--- config.mk ---
export PLATFORM = sky130hd
export DESIGN_NAME = exotiny_uart_tx_flat
export DESIGN_NICKNAME = d
export VERILOG_FILES = /design/src/rtl/exotiny_uart_tx_if.sv /design/src/rtl/exotiny_uart_tx.sv /design/src/flat_wrapper.sv
export SDC_FILE = /design/constraint.sdc
export NUM_CORES = 1
export LEC_CHECK = 0
export ABC_AREA = 1
export CAP_MARGIN = 25
export CORE_UTILIZATION = 32
export DETAILED_ROUTE_END_ITERATION = 10
export GPL_TIMING_DRIVEN = 0
export PLACE_DENSITY = 0.51
export SLEW_MARGIN = 20
export SYNTH_ARGS = -nofsm -noshare
export SYNTH_HDL_FRONTEND = slang
export SYNTH_SLANG_ARGS = --single-unit
--- constraint.sdc ---
create_clock -name clk_i -period 3.3 [get_ports clk_i]
set_input_delay 0.33 -clock clk_i [delete_from_list [all_inputs] [get_ports clk_i]]
set_output_delay 0.33 -clock clk_i [all_outputs]
set_load 0.02 [all_outputs]
--- src/rtl/exotiny_uart_tx_if.sv ---
// Wishbone register-bus bundle between the ExoTiny CPU and the UART transmitter.
interface exotiny_uart_tx_if;
  logic        cyc;
  logic        stb;
  logic        we;
  logic [4:0]  adr;
  logic [31:0] dat_w;
  logic [31:0] dat_r;
  logic        ack;

  modport master (output cyc, stb, we, adr, dat_w, input dat_r, ack);
  modport slave  (input cyc, stb, we, adr, dat_w, output dat_r, ack);
endinterface

--- src/rtl/exotiny_uart_tx.sv ---
// Console UART transmitter: TXDATA stores go through a FIFO and leave as 8N1 frames.
// Define EXOTINY_UART_TX_PARITY_EN to insert an even-parity bit before the stop bit.
//
// state  | meaning
// IDLE   | line high, pop next byte when the FIFO is non-empty
// START  | start bit (line low)
// DATA   | 8 data bits, LSB first
// PARITY | even parity bit (parity builds only)
// STOP   | stop bit (line high)
module exotiny_uart_tx #(
  parameter int          DEPTH   = 4,
  parameter logic [15:0] DIV_RST = 16'd434
) (
  input  logic              clk_i,
  input  logic              rst_i,
  exotiny_uart_tx_if.slave  wb,
  output logic              uart_tx_o,
  output logic              irq_o
);
  localparam int AW = $clog2(DEPTH);
  localparam logic [AW:0] PTR_ONE = 1;
`ifdef EXOTINY_UART_TX_PARITY_EN
  localparam logic PAR_FLAG = 1'b1;
`else
  localparam logic PAR_FLAG = 1'b0;
`endif

  typedef enum logic [2:0] {S_IDLE, S_START, S_DATA, S_PARITY, S_STOP} state_t;

  state_t      state_q, state_d;
  logic        ack_q, ack_d;
  logic [31:0] dat_q, dat_d;
  logic [AW:0] wr_q, wr_d, rd_q, rd_d;
  logic [7:0]  mem_q [DEPTH];
  logic [15:0] div_q, div_d;
  logic        ie_q, ie_d, ovf_q, ovf_d;
  logic [15:0] cnt_q, cnt_d, rld_q, rld_d;
  logic [7:0]  shift_q, shift_d;
  logic [2:0]  idx_q, idx_d;
  logic        par_q, par_d;
  logic        tx_q, tx_d, irq_q, irq_d;

  logic        empty, full, busy, req, wr_en, push, pop, push_ok, bit_done;
  logic [2:0]  sel;
  logic [15:0] div_m1;
  logic [31:0] status;
  logic [7:0]  head;
  logic        unused_bits;

  assign empty    = (wr_q == rd_q);
  assign full     = (wr_q[AW] != rd_q[AW]) && (wr_q[AW-1:0] == rd_q[AW-1:0]);
  assign busy     = (state_q != S_IDLE);
  assign req      = wb.cyc & wb.stb & ~ack_q;
  assign wr_en    = req & wb.we;
  assign sel      = wb.adr[4:2];
  assign push     = wr_en && (sel == 3'd3);
  assign pop      = (state_q == S_IDLE) && !empty;
  // a pop on the same edge frees a slot, so a push to a full FIFO still lands
  assign push_ok  = push && (!full || pop);
  assign bit_done = (cnt_q == 16'd0);
  assign div_m1   = (div_q == 16'd0) ? 16'd0 : div_q - 16'd1;
  assign status   = {26'b0, PAR_FLAG, ie_q, ovf_q, busy, full, empty};
  assign head     = mem_q[rd_q[AW-1:0]];
  assign unused_bits = ^{wb.dat_w[31:16], wb.adr[1:0]};

  assign wb.ack    = ack_q;
  assign wb.dat_r  = dat_q;
  assign uart_tx_o = tx_q;
  assign irq_o     = irq_q;

  always_comb begin
    ack_d = req;
    dat_d = '0;
    div_d = div_q;
    ie_d  = ie_q;
    ovf_d = ovf_q;
    wr_d  = wr_q;
    rd_d  = rd_q;
    if (req && !wb.we) begin
      case (sel)
        3'd4:    dat_d = status;
        3'd5:    dat_d = {16'b0, div_q};
        default: dat_d = '0;
      endcase
    end
    if (wr_en && sel == 3'd4) begin
      ie_d = wb.dat_w[4];
      if (wb.dat_w[2]) ovf_d = 1'b0;
    end
    if (wr_en && sel == 3'd5) div_d = wb.dat_w[15:0];
    if (pop) rd_d = rd_q + PTR_ONE;
    if (push_ok) wr_d = wr_q + PTR_ONE;
    else if (push) ovf_d = 1'b1;
  end

  always_ff @(posedge clk_i) begin
    if (push_ok) mem_q[wr_q[AW-1:0]] <= wb.dat_w[7:0];
  end

  always_ff @(posedge clk_i or posedge rst_i) begin
    if (rst_i) state_q <= S_IDLE;
    else       state_q <= state_d;
  end

  always_comb begin
    state_d = state_q;
    case (state_q)
      S_IDLE:   if (!empty) state_d = S_START;
      S_START:  if (bit_done) state_d = S_DATA;
      S_DATA: begin
        if (bit_done && idx_q == 3'd7) begin
`ifdef EXOTINY_UART_TX_PARITY_EN
          state_d = S_PARITY;
`else
          state_d = S_STOP;
`endif
        end
      end
      S_PARITY: if (bit_done) state_d = S_STOP;
      S_STOP:   if (bit_done) state_d = S_IDLE;
      default:  state_d = S_IDLE;
    endcase
  end

  always_comb begin
    tx_d = 1'b1;
    case (state_q)
      S_START:  tx_d = 1'b0;
      S_DATA:   tx_d = shift_q[0];
      S_PARITY: tx_d = par_q;
      default:  tx_d = 1'b1;
    endcase
    irq_d = ie_q & empty & ~busy;
  end

  // the divisor is captured once per frame so DIV writes only affect the next frame
  always_comb begin
    cnt_d   = cnt_q;
    rld_d   = rld_q;
    shift_d = shift_q;
    idx_d   = idx_q;
    par_d   = par_q;
    if (pop) begin
      rld_d   = div_m1;
      cnt_d   = div_m1;
      shift_d = head;
      idx_d   = 3'd0;
      par_d   = ^head;
    end else if (busy) begin
      if (bit_done) begin
        cnt_d = rld_q;
        if (state_q == S_DATA) begin
          shift_d = shift_q >> 1;
          idx_d   = idx_q + 3'd1;
        end
      end else begin
        cnt_d = cnt_q - 16'd1;
      end
    end
  end

  always_ff @(posedge clk_i or posedge rst_i) begin
    if (rst_i) begin
      ack_q   <= 1'b0;
      dat_q   <= '0;
      wr_q    <= '0;
      rd_q    <= '0;
      div_q   <= DIV_RST;
      ie_q    <= 1'b0;
      ovf_q   <= 1'b0;
      cnt_q   <= '0;
      rld_q   <= '0;
      shift_q <= '0;
      idx_q   <= '0;
      par_q   <= 1'b0;
      tx_q    <= 1'b1;
      irq_q   <= 1'b0;
    end else begin
      ack_q   <= ack_d;
      dat_q   <= dat_d;
      wr_q    <= wr_d;
      rd_q    <= rd_d;
      div_q   <= div_d;
      ie_q    <= ie_d;
      ovf_q   <= ovf_d;
      cnt_q   <= cnt_d;
      rld_q   <= rld_d;
      shift_q <= shift_d;
      idx_q   <= idx_d;
      par_q   <= par_d;
      tx_q    <= tx_d;
      irq_q   <= irq_d;
    end
  end
endmodule

--- src/flat_wrapper.sv ---
// flat-port wrapper written by rule: the top's interface ports become plain ports
module exotiny_uart_tx_flat 
#(
  parameter int          DEPTH   = 4,
  parameter logic [15:0] DIV_RST = 16'd434
)
  (clk_i, rst_i, uart_tx_o, irq_o, wb_cyc, wb_stb, wb_we, wb_adr, wb_dat_w, wb_dat_r, wb_ack);
  exotiny_uart_tx_if wb_i ();
  input  logic clk_i;
  input  logic rst_i;
  output logic uart_tx_o;
  output logic irq_o;
  input wire logic [$bits(wb_i.cyc)-1:0] wb_cyc;
  input wire logic [$bits(wb_i.stb)-1:0] wb_stb;
  input wire logic [$bits(wb_i.we)-1:0] wb_we;
  input wire logic [$bits(wb_i.adr)-1:0] wb_adr;
  input wire logic [$bits(wb_i.dat_w)-1:0] wb_dat_w;
  output wire logic [$bits(wb_i.dat_r)-1:0] wb_dat_r;
  output wire logic [$bits(wb_i.ack)-1:0] wb_ack;
  assign wb_i.cyc = wb_cyc;
  assign wb_i.stb = wb_stb;
  assign wb_i.we = wb_we;
  assign wb_i.adr = wb_adr;
  assign wb_i.dat_w = wb_dat_w;
  assign wb_dat_r = wb_i.dat_r;
  assign wb_ack = wb_i.ack;
  exotiny_uart_tx #(.DEPTH(DEPTH), .DIV_RST(DIV_RST)) u_core (.clk_i(clk_i), .rst_i(rst_i), .wb(wb_i), .uart_tx_o(uart_tx_o), .irq_o(irq_o));
endmodule
* Word-level counts from Yosys, hierarchy flattened
Memory sizes are Yosys's and may differ from the RTL's.
Cells that the tools add are included.
Widths: inputs -> output; s select.
** Word-level totals
- Bits of input ports :: 42
- Flip-flop bits (word level) :: 106
- Logic and storage cells :: 93
- Memories :: 1
- Bits in writable memories :: 32
** Operators by class
- Equal/unequal tests :: 16
- Add/subtract/negate cells :: 5
- Multiplexer cells :: 27
- Reductions and logical operators :: 22
- Bitwise operators :: 7
** Memories
- u_core.mem_q :: depth 4, width 8, read ports 1, clocked after memory_dff 0, wr ports 1, RTL line exotiny_uart_tx.sv:34 : logic [7:0] mem_q [DEPTH];
** Operators by type and width (count)
- $mux 16 :: 5
- $logic_not 16->1 :: 2
- $mux 8 :: 4
- $pmux 16 s2 :: 1
- $sub 16x1->16 const B :: 2
- $mux 3 :: 9
- $pmux 3 s5 :: 1
- $eq 3x3->1 const B :: 4
- $add 3x1->3 const B :: 3
- $eq 3x2->1 const B :: 3
- $logic_and 1x1->1 :: 8
- $ne 2x1->1 const B :: 4
- $reduce_xor 8->1 :: 1
- $mux 1 :: 6
- $reduce_bool 2->1 :: 3
- $and 1x1->1 :: 5
- $reduce_and 5->1 :: 1
- $eq 3x1->1 const B :: 1
- $eq 3x3->1 :: 1
- $logic_not 1->1 :: 3
- $logic_not 3->1 :: 1
- $pmux 1 s3 :: 1
- $reduce_and 3->1 :: 1
- $reduce_bool 3->1 :: 1
- other kinds (5) :: 6

* Logic depth before layout (Yosys ltp)
Gate-level depths: netlist of run 1.
- Depth after elaboration :: 7
- Depth in mapped cells :: 15

* Worst setup path after synthesis of run 1
Ideal clock, no wire load.
- Path kind :: reg2reg
- Start :: register u_core.wr_q[2]
- End :: memory u_core.mem_q[3][0] (enable)
- Clock period less this slack :: 1.810 ns
- Library setup time :: 0.375 ns
- Required time :: 2.925 ns
- Slack :: 1.490 ns
- Cell stages (with the launch flop) :: 6
- Data arrival time :: 1.435 ns
- Buffers on the path :: 0
- Cells stage by stage :: dfrtp_1 xnor2_1 nor2_1 nand2_1 nand2_2 nor2_1
** Between the ends
- Longest elaborated chain between the ends :: 7
- Elaborated cells on any way between the ends :: 10
- Those cells by class :: eq/ne: 2; mux: 2; reduce/logical: 6
** Ends and longest elaborated chain
- from (decl) :: RTL line exotiny_uart_tx.sv:33 : logic [AW:0] wr_q, wr_d, rd_q, rd_d;
- from (signal assigned) :: RTL line exotiny_uart_tx.sv:181 : wr_q <= wr_d;
- $eq 3x3->1 / $ne 1x1->1 (equally long branches) :: RTL line exotiny_uart_tx.sv:50, exotiny_uart_tx.sv:51
- $logic_not 1->1 / $logic_and 1x1->1 (equally long branches) :: RTL line exotiny_uart_tx.sv:57, exotiny_uart_tx.sv:51
- $logic_and 1x1->1 / $logic_not 1->1 (equally long branches) :: RTL line exotiny_uart_tx.sv:57, exotiny_uart_tx.sv:59
- $logic_or 1x1->1 * :: RTL line exotiny_uart_tx.sv:59 : assign push_ok = push && (!full || pop);
- $logic_and 1x1->1 * :: RTL line exotiny_uart_tx.sv:59
- $mux 1 * :: RTL line exotiny_uart_tx.sv:97 : if (push_ok) mem_q[wr_q[AW-1:0]] <= wb.dat_w[7:0];
- $mux 1 (not written as such) * :: RTL line exotiny_uart_tx.sv:97
- to (decl) :: RTL line exotiny_uart_tx.sv:34
Mark *: on every way between the ends. The rest lies on a longest branch, timed or not.

* Final worst setup path of run 1
- Start :: register u_core.wr_q[2]
- End :: memory u_core.mem_q[3][6] (enable)
Same word-level chain as after synthesis.

==> out/metrics.cfg, run 1 <==
[global_routing]
track_usage_pct=16.4
grt.overflow.total=0
grt_max_degree=70
grt_pass1_vias=4743
grt_first_pass_wirelength_mm=25.3
antenna_found_initial=0

[detailed_routing]
detail_route.iter0.violations=331
wl_mm=15.5
drc_errors=0
num_vias=5172
wl_per_cell_um=13.6
postRouteAntennaNets=0
drt_first_pass_iters=5
viasPerCell=4.54

[setup_path]
cp.depth=5
end_kind=flop
cpMaxStageDelayCell=nor2_1
reg2reg_slack_ns=1.12
startpoint_type=flop
required_ns=3.33
cp-endpoint=u_core.mem_q[3][6]
cp.arrival_ns=2.21
rr_worst_depth=5
cp_top_family=simple AND/OR/NAND/NOR gates
worstReg2RegStart=u_core.wr_q[2]
crit_type=reg -> reg
critPathMaxFanout=9
path_common_cell=nor2_1
cp_num_buf_inv=0
crit_path_max_incr_delay_ns=0.68
cp_cell_sequence=xnor2_1 > nor2_1 > nand2_1 > nand2_2 > nor2_1
critPathLaunch=u_core.wr_q[2]
worst_r2r_endpoint=u_core.mem_q[3][6]

[yosys]
yosysSeqAreaShare_pct=50.5
synth_cell_type_count=41
synth_area_um2=6380
synth_ff_type=dfrtp_1
synth_edf_count=32
syn-instance-count=785
synth_top_area_share_pct=32.9
synth_seq_cells=122
syn_avg_cell_area_um2=8.13
async_flop_share_pct=73.8
synth_top_area_cell=dfrtp_1
synthTopCellsByArea=dfrtp_1, nand2_1, edfxtp_1, nand3_1, inv_1
ys.warnings.count=0

[floorplan]
ios=77
die_h_um=143
initial_utilization_pct=32.7
chipWidth_um=143
core_area_um2=19500
die_area_um2=20500
num_rows=51

[cts]
cts_max_level=4
clock_path_buffers=2
clk_latency_ns=0.42
root_buffer=clkbuf_16
cts-buffers-inserted=17
clkTransAtPathRegs_ns=0.06
cts_setup_buffers=0
numClockSinks=122
cts_tree=done
cts.repair.resized=0
cts_hold_buffers=0

[sta]
fmax_mhz=459
tns_ns=0
slew_violations=0
finalCriticalPeriod_ns=2.18
finClkSkew_ns=0.0112
finalSetupViolCount=0
fin_ws_ns=1.12
finalCritPeriodShare_pct=66.0
hold_viol_final=0
slew_headroom_pct=42.0
tightest_slew_ns=0.867
rsz0062_at_grt=false

[finish]
fill_cells=2019
layout_commonest_cell=nand2_1
finalNetCount=914
diodes=0
final_util_pct=39.8
syn_to_final_growth_pct=21.9
layout-drive-gt1-share_pct=12.0
final_cell_mix=nand2_1, dfrtp_1, inv_1, nor2_1, nand3_1
final_cell_area_um2=7780

[placement]
place_congestion=0.854
port_buffers=42
dp_hpwl_mm=11.4
preCtsSetupSlack_ns=0.806
placed_area_um2=7220

[status]
status=finished clean

[job]
cap_violations=0

[power_and_ir_drop]
p_per_area_nw_per_um2=525
ir_drop_uv=330
p_leak_nw=3.62

[hold_path]
hold_class=in -> async

==> sequential cells by signal (all words and copies together), names as in the netlist, 3 cells and up <==
name             cells
u_core.cnt_q        16
u_core.rd_q          3
u_core.idx_q         3
u_core.wr_q          3
u_core.shift_q       8
u_core.mem_q        32
u_core.rld_q        16
u_core.wb.dat_r     16
u_core.state_q       3
u_core.div_q        16
==> where the power goes <==
part / total (W) / internal (W) / switching, W
clock network: 0.00175 / 0.000988 / 0.000757
logic: 0.000578 / 0.000206 / 0.000372
registers: 0.00176 / 0.00166 / 0.000101
total: 0.00408 / 0.00285 / 0.00123
==> kinds of logic (layout without fill, tap and decap cells) <==
family | after synthesis | after routing | synth area share [%]
and+or+nand+nor | 454 | 454 | 30.6
DFF | 122 | 122 | 50.5
buffers and inverters | 111 | 186 | 8.37
AOI/OAI and AO/OA | 71 | 71 | 6.20
xor gates and xnor gates | 15 | 15 | 2.18
adders and majority gates | 10 | 10 | 1.96
other | 1 | 16 | 0.0588
muxes | 1 | 1 | 0.157
==> layer usage <==
layer / up-vias / global-route usage (%) / wire length [um]
li1: 2642 / - / -
met1: 2404 / 23.8 / 7900
met2: 113 / 23.9 / 6780
met3: 13 / 3.49 / 615
met4: 0 / 5.38 / 229
met5: - / 0 / 0
==> stage by stage <==
stage | hold slack [ns] | total power, W | std cells
3_5_place_dp | 0.455 | 0.00236 | 1108
6_report | 0.251 | 0.00408 | 1140
4_1_cts | 0.247 | 0.00412 | 1140
2_1_floorplan | 0.429 | 0.00218 | 800
5_1_grt | 0.266 | 0.00428 | 1140
3_3_place_gp | 0.457 | 0.00235 | 1107
==> cells in the mapped netlist, types with 10 or more instances <==
cell	count
inv_1	69
nand3_1	55
ha_1	10
nor3_1	19
edfxtp_1	32
buf_4	19
dfrtp_1	84
nand2_1	282
nor2_1	62
o21ai_0	24
a21oi_1	27
==> layout make-up <==
type                            count  area [um2]  area share (%)
Multi-Input combinational cell    567        2680            34.5
Clock buffer                       17         425            5.47
Clock inverter                     15         130            1.67
Tap cell                          265         332            4.26
Buffer                             36         245            3.15
Sequential cell                   122        3220            41.4
Inverter                           75         294            3.78
Timing Repair Buffer               43         448            5.76
==> worst min path at each step <==
| stage | start | end | slack (ns) | cells past startpoint |
|---|---|---|---|---|
| 6_report | rst_i | u_core.shift_q[6] | 0.25 | 2 |
| 5_1_grt | rst_i | u_core.cnt_q[13] | 0.27 | 2 |
| 4_1_cts | rst_i | u_core.cnt_q[15] | 0.25 | 2 |
| 3_5_place_dp | u_core.wb.ack | u_core.wb.ack | 0.46 | 1 |
| 3_3_place_gp | u_core.wb.ack | u_core.wb.ack | 0.46 | 1 |
| 2_1_floorplan | wb_dat_w[0] | u_core.mem_q[0][0] | 0.43 | 0 |
Power figures use the tool's default switching activity.
==> run 2, diff against run 1 <==
- clock period: 3.3 -> 2.2 ns (I/O delays scaled with it)
==> out/metrics.cfg, run 2 (same netlist as run 1, synthesis figures left out) <==
[status]
status=finished clean  ; unchanged

[sta]
finalCriticalPeriod_ns=2.02  ; was 2.18 ns
fmax_mhz=496  ; was 459 MHz
tightest_slew_ns=0.624  ; was 0.867 ns
finalSetupViolCount=0  ; unchanged
finClkSkew_ns=0.00799  ; was 0.0112 ns
fin_hold_ws_ns=0.166  ; was 0.251 ns
finalCritPeriodShare_pct=91.7  ; was 66.0%
fin_ws_ns=0.183  ; was 1.12 ns
slew_violations=0  ; unchanged
rsz0062_at_grt=false  ; unchanged
hold_viol_final=0  ; unchanged
slew_headroom_pct=58.1  ; was 42.0%

[setup_path]
cp_cell_sequence=xnor2_1 > nor2_1 > nand2_1 > nand2_2 > nor2_2  ; was xnor2_1 > nor2_1 > nand2_1 > nand2_2 > nor2_1
end_kind=flop  ; unchanged
startpoint_type=flop  ; unchanged
cp_num_buf_inv=0  ; unchanged
cp.arrival_ns=2.07  ; was 2.21 ns
rr_worst_depth=5  ; unchanged
worst_r2r_endpoint=u_core.mem_q[1][6]  ; was u_core.mem_q[3][6]
cpMaxStageDelayCell=nor2_2  ; was nor2_1
reg2reg_slack_ns=0.18  ; was 1.12 ns
cp_top_family=simple AND/OR/NAND/NOR gates  ; unchanged
critPathMaxFanout=8  ; was 9
worstReg2RegStart=u_core.wr_q[2]  ; unchanged
crit_type=reg -> reg  ; unchanged
required_ns=2.25  ; was 3.33 ns
crit_path_max_incr_delay_ns=0.44  ; was 0.68 ns

[power_and_ir_drop]
p_comb_share_pct=14.1  ; was 14.2%
p_leak_nw=3.62  ; about the same
intPower_w=0.00438  ; was 0.00285 W
clkPwrFrac_pct=43.3  ; was 42.7%
p_per_area_nw_per_um2=791  ; was 525 nW/um2
ir_drop_uv=719  ; was 330 uV
switching_share_pct=29.3  ; was 30.1%
p_seq_share_pct=42.7  ; was 43.1%
p_switching_w=0.00182  ; was 0.00123 W

[cts]
numClockSinks=122  ; unchanged
clock_path_buffers=2  ; unchanged
cts_tree=done  ; unchanged
cts_hold_buffers=0  ; unchanged
root_buffer=clkbuf_16  ; unchanged
cts_setup_buffers=0  ; unchanged
cts-buffers-inserted=17  ; unchanged
clkTransAtPathRegs_ns=0.06  ; about the same
cts_max_level=4  ; unchanged
clk_latency_ns=0.42  ; about the same

[placement]
place_inst=1110  ; was 1108
place_congestion=0.842  ; was 0.854
port_buffers=42  ; unchanged
dp_hpwl_mm=11.4  ; about the same
placed_area_um2=7260  ; was 7220 um2
preCtsSetupSlack_ns=-0.263  ; was 0.806 ns

[finish]
finalNetCount=916  ; was 914
syn_to_final_growth_pct=22.9  ; was 21.9%
layout-drive-gt1-share_pct=12.7  ; was 12.0%
final_cell_mix=nand2_1, dfrtp_1, inv_1, nor2_1, nand3_1  ; unchanged
fin_cells=1142  ; was 1140
layout_commonest_cell=nand2_1  ; unchanged
fill_cells=2031  ; was 2019
final_cell_area_um2=7840  ; was 7780 um2
largest_register_ffs=32  ; unchanged
multiInputGateArea_um2=2700  ; was 2680 um2
diodes=0  ; unchanged
regArea_um2=3220  ; unchanged

[floorplan]
core_area_um2=19500  ; unchanged
die_area_um2=20500  ; unchanged
die_h_um=143  ; unchanged
initial_utilization_pct=32.7  ; unchanged
chipWidth_um=143  ; unchanged
num_rows=51  ; unchanged
ios=77  ; unchanged

[detailed_routing]
num_vias=5054  ; was 5172
drc_errors=0  ; unchanged
drt_first_pass_iters=5  ; unchanged
postRouteAntennaNets=0  ; unchanged
viasPerCell=4.43  ; was 4.54
detail_route.iter0.violations=364  ; was 331
wl_per_cell_um=13.4  ; was 13.6 um
wl_mm=15.3  ; was 15.5 mm

[global_routing]
grt_first_pass_wirelength_mm=24.8  ; was 25.3 mm
grt.overflow.total=0  ; unchanged
grt_pass1_vias=4599  ; was 4743
grt_max_degree=31  ; was 70
track_usage_pct=16.1  ; was 16.4%
antenna_found_initial=0  ; unchanged

[job]
cap_violations=0  ; unchanged

[hold_path]
hold_class=in -> async  ; unchanged

==> run 2: how the worst max path moves through the flow <==
stage | start | to | slack, ns | cells after the start
floorplan | u_core.wr_q[2] | u_core.mem_q[3][0] | 0.39 | 5
global placement | wb_cyc | u_core.mem_q[3][5] | -0.22 | 7
detailed placement | wb_cyc | u_core.mem_q[3][5] | -0.26 | 7
CTS | u_core.wr_q[2] | u_core.mem_q[3][6] | 0.11 | 5
global route | u_core.rd_q[2] | u_core.mem_q[2][6] | 0.04 | 5
finish | u_core.wr_q[2] | u_core.mem_q[1][6] | 0.18 | 5
==> run 2: final cells by class <==
type	count	area share, %
Buffer	36	3.13
Clock buffer	18	5.47
Clock inverter	14	1.77
Inverter	75	3.73
Multi-Input combinational cell	567	34.4
Sequential cell	122	41.1
Tap cell	265	4.23
Timing Repair Buffer	45	6.22
==> run 2: metal layers <==
| layer | track usage (%) | wire (um) |
|---|---|---|
| met5 | 0 | 0 |
| met1 | 23.0 | 7830 |
| met3 | 3.32 | 570 |
| met4 | 5.26 | 198 |
| met2 | 24.0 | 6700 |
==> run 2: power by group through the flow <==
stage                     clock [W]  sequential, W  combinational (W)
final                       0.00269        0.00265           0.000872
after global routing        0.00283        0.00267            0.00101
after CTS                   0.00274        0.00264           0.000874
after detailed placement          0        0.00268           0.000867
after global placement            0        0.00268           0.000845
after floorplan                   0        0.00265           0.000630
==> run 2: per-stage QoR <==
stage,setup TNS [ns],utilization (%),total power [W]
2_1_floorplan,0,-,0.00328
3_3_place_gp,-19.09,36.8,0.00353
3_5_place_dp,-5.28,37.2,0.00355
4_1_cts,0,40.1,0.00626
5_1_grt,0,40.2,0.00651
6_report,0,40.2,0.00620
==> run 2: worst reg2reg max path, cell delays in order, from the launching register on <==
cell	delay (ns)
dfrtp_1	0.40
xnor2_1	0.42
nor2_1	0.13
nand2_1	0.12
nand2_2	0.15
nor2_2	0.44
==> run 2: what timing repair did <==
| item | 4_1_cts | 5_1_grt |
|---|---|---|
| gates cloned | 0 | 0 |
| endpoints found under the setup margin | 25 | 8 |
| gates resized for setup | 4 | 1 |
| pin swaps | 0 | 0 |
==> RTL change, RTL diff (flow settings as in run 2) <==
Build with the macro `EXOTINY_UART_TX_PARITY_EN` defined.
--- a/src/rtl/exotiny_uart_tx.sv
+++ b/src/rtl/exotiny_uart_tx.sv
@@ -7,6 +7,8 @@
 // DATA   | 8 data bits, LSB first
 // PARITY | even parity bit (parity builds only)
 // STOP   | stop bit (line high)
+`define EXOTINY_UART_TX_PARITY_EN
+
 module exotiny_uart_tx #(
   parameter int          DEPTH   = 4,
   parameter logic [15:0] DIV_RST = 16'd434
Check against the original RTL: not equivalent (Yosys sat finds a counterexample within 4 cycles, from zero or initial values and one cycle with rst_i high).
==> RTL change against run 2 <==
  * Final area down 1.1%
  * Sequential cell count stayed put
  * Total power up 3.0%
  * Routed wire length rose by 0.89%
  * Area after synthesis down 1.8%
  * Clock skew is 2.8 ps higher
  * Setup slack got worse by 140 ps
  * Maximum frequency shrank 6.3%
  * Global-route usage increased by 0.64 points
  * Count of clock-buffer cells in the layout down 1
  * Largest cell class unchanged
==> RTL change: results (changes against run 2) <==
stage	metric	value	unit	change
outcome	status	completed		
drt	drtIter0Drc	194		-47%
yosys	synth_common_cells	259 x nand2_1, 84 x dfrtp_1, 79 x inv_1		
final_layout	drive_gt1_share	10.6	%	-2.0 points
cts	cts_hold_buffers	0		unchanged
cts	root_buffer	clkbuf_16		
yosys	synth_compound_area_share	7.49	%	+1.3 points
grt	grt_pass1_wl	25400	um	+2.5%
final_layout	num-multi-input-gates	547		-3.5%
yosys	synth-xor-area-share	2.36	%	+0.18 points
timing	fin_skew	10.8	ps	+2.80 ps
timing	slew_headroom	60.4	%	+2.3 points
yosys	synth_top_area_share	33.6	%	+0.61 points
drt	dr.pass1.iters	4		-1
final_layout	sh_seq_area	41.5	%	+0.44 points
final_layout	stdcell_area	7760	um^2	-1.1%
place	dp_hpwl	11400	um	about the same
final_layout	inv_count	84		+12%
yosys	ys_types	35		-15%
yosys	muxShareOfSynthArea	0.160	%	+0.0029 points
yosys	ys_seq_area_share	51.4	%	+0.93 points
worst_setup_path	cp-end-kind	register		
timing	finalSetupViolCount	0		unchanged
final_layout	diodes	0		unchanged
place	place.gp.congestion	0.872		+3.6%
cts	clock-sinks	122		unchanged
grt	grt_usage	16.7	%	+0.64 points
yosys	synth-edff-count	32		unchanged
drt	via_count	4993		-1.2%
final_layout	final.fill_count	1949		-4.0%
yosys	postSynth.asyncResetShare	73.8	%	unchanged
worst_setup_path	arrival	2210	ps	+140 ps
grt	grt_max_degree	26		-16%
worst_setup_path	r2r_slack	50	ps	-140 ps
power_and_ir_drop	p_leak	3.57	nW	-1.4%
final_layout	buf_share	9.16	%	-0.19 points
yosys	synthAdderAreaFrac	2.00	%	+0.036 points
worst_setup_path	r2r_end	u_core.mem_q[3][0]$_DFFE_PP_		
yosys	synth_area_leaders	dfrtp_1 34%, nand2_1 16%, edfxtp_1 15%, nand3_1 4.9%, inv_1 4.7%		
worst_setup_path	crit_path_start	u_core.state_q[0]$_DFFE_PP0P_		
grt	antenna_found_initial	0		unchanged
final_layout	nClkBuffers	17		-1
place	place_area	7140	um^2	-1.7%
worst_setup_path	crit_fanout	9		+1
worst_setup_path	slowest_delay	500	ps	+60 ps
final_layout	final_nets	904		-1.3%
grt	grt_pass1_vias	4809		+4.6%
yosys	synth_area	6260	um^2	-1.8%
cts	ctsResizeCount	4		unchanged
worst_setup_path	r2r_cells	7		+2
drt	wirelength	15400	um	+0.89%
final_layout	final-clk-cell-share	7.87	%	+0.63 points
power_and_ir_drop	ir_worst_vdd	0.548	mV	-24%
final_layout	multi_input_area_share	33.2	%	-1.2 points
final_layout	signal_buffers	80		-1.2%
[RTL change: layer usage]
layer	vias to the layer above	GRT usage, %	part of all wire [%]
met2	93	25.6	44
met3	22	3.07	2.9
met1	2267	23.3	52
li1	2611	-	-
met4	0	6.62	1.6
met5	-	0	0
[RTL change: worst reg2reg max path, stage by stage, from the launching register on]
cell	delay, ps
dfrtp_1	420
nor2_1	170
inv_1	90
nor2_2	190
inv_1	130
nand2_1	90
nand2_1	200
nor2_2	500
[RTL change: per-stage QoR]
step / setup WS, ps / cells / hold slack, ps / TNS, ps
floorplan: 320 / 788 / 315 / 0
global placement: -452 / 1090 / 452 / -30330
detailed placement: -448 / 1093 / 445 / -12560
CTS: 22.2 / 1125 / 241 / 0
global route: -107 / 1125 / 281 / -2930
finish: 47.1 / 1125 / 227 / 0
[RTL change: power breakdown]
part	switching (mW)	leakage (nW)	internal, mW
logic	0.531	1.96	0.314
registers	0.159	1.31	2.49
clock network	1.10	0.296	1.80
total	1.79	3.57	4.60
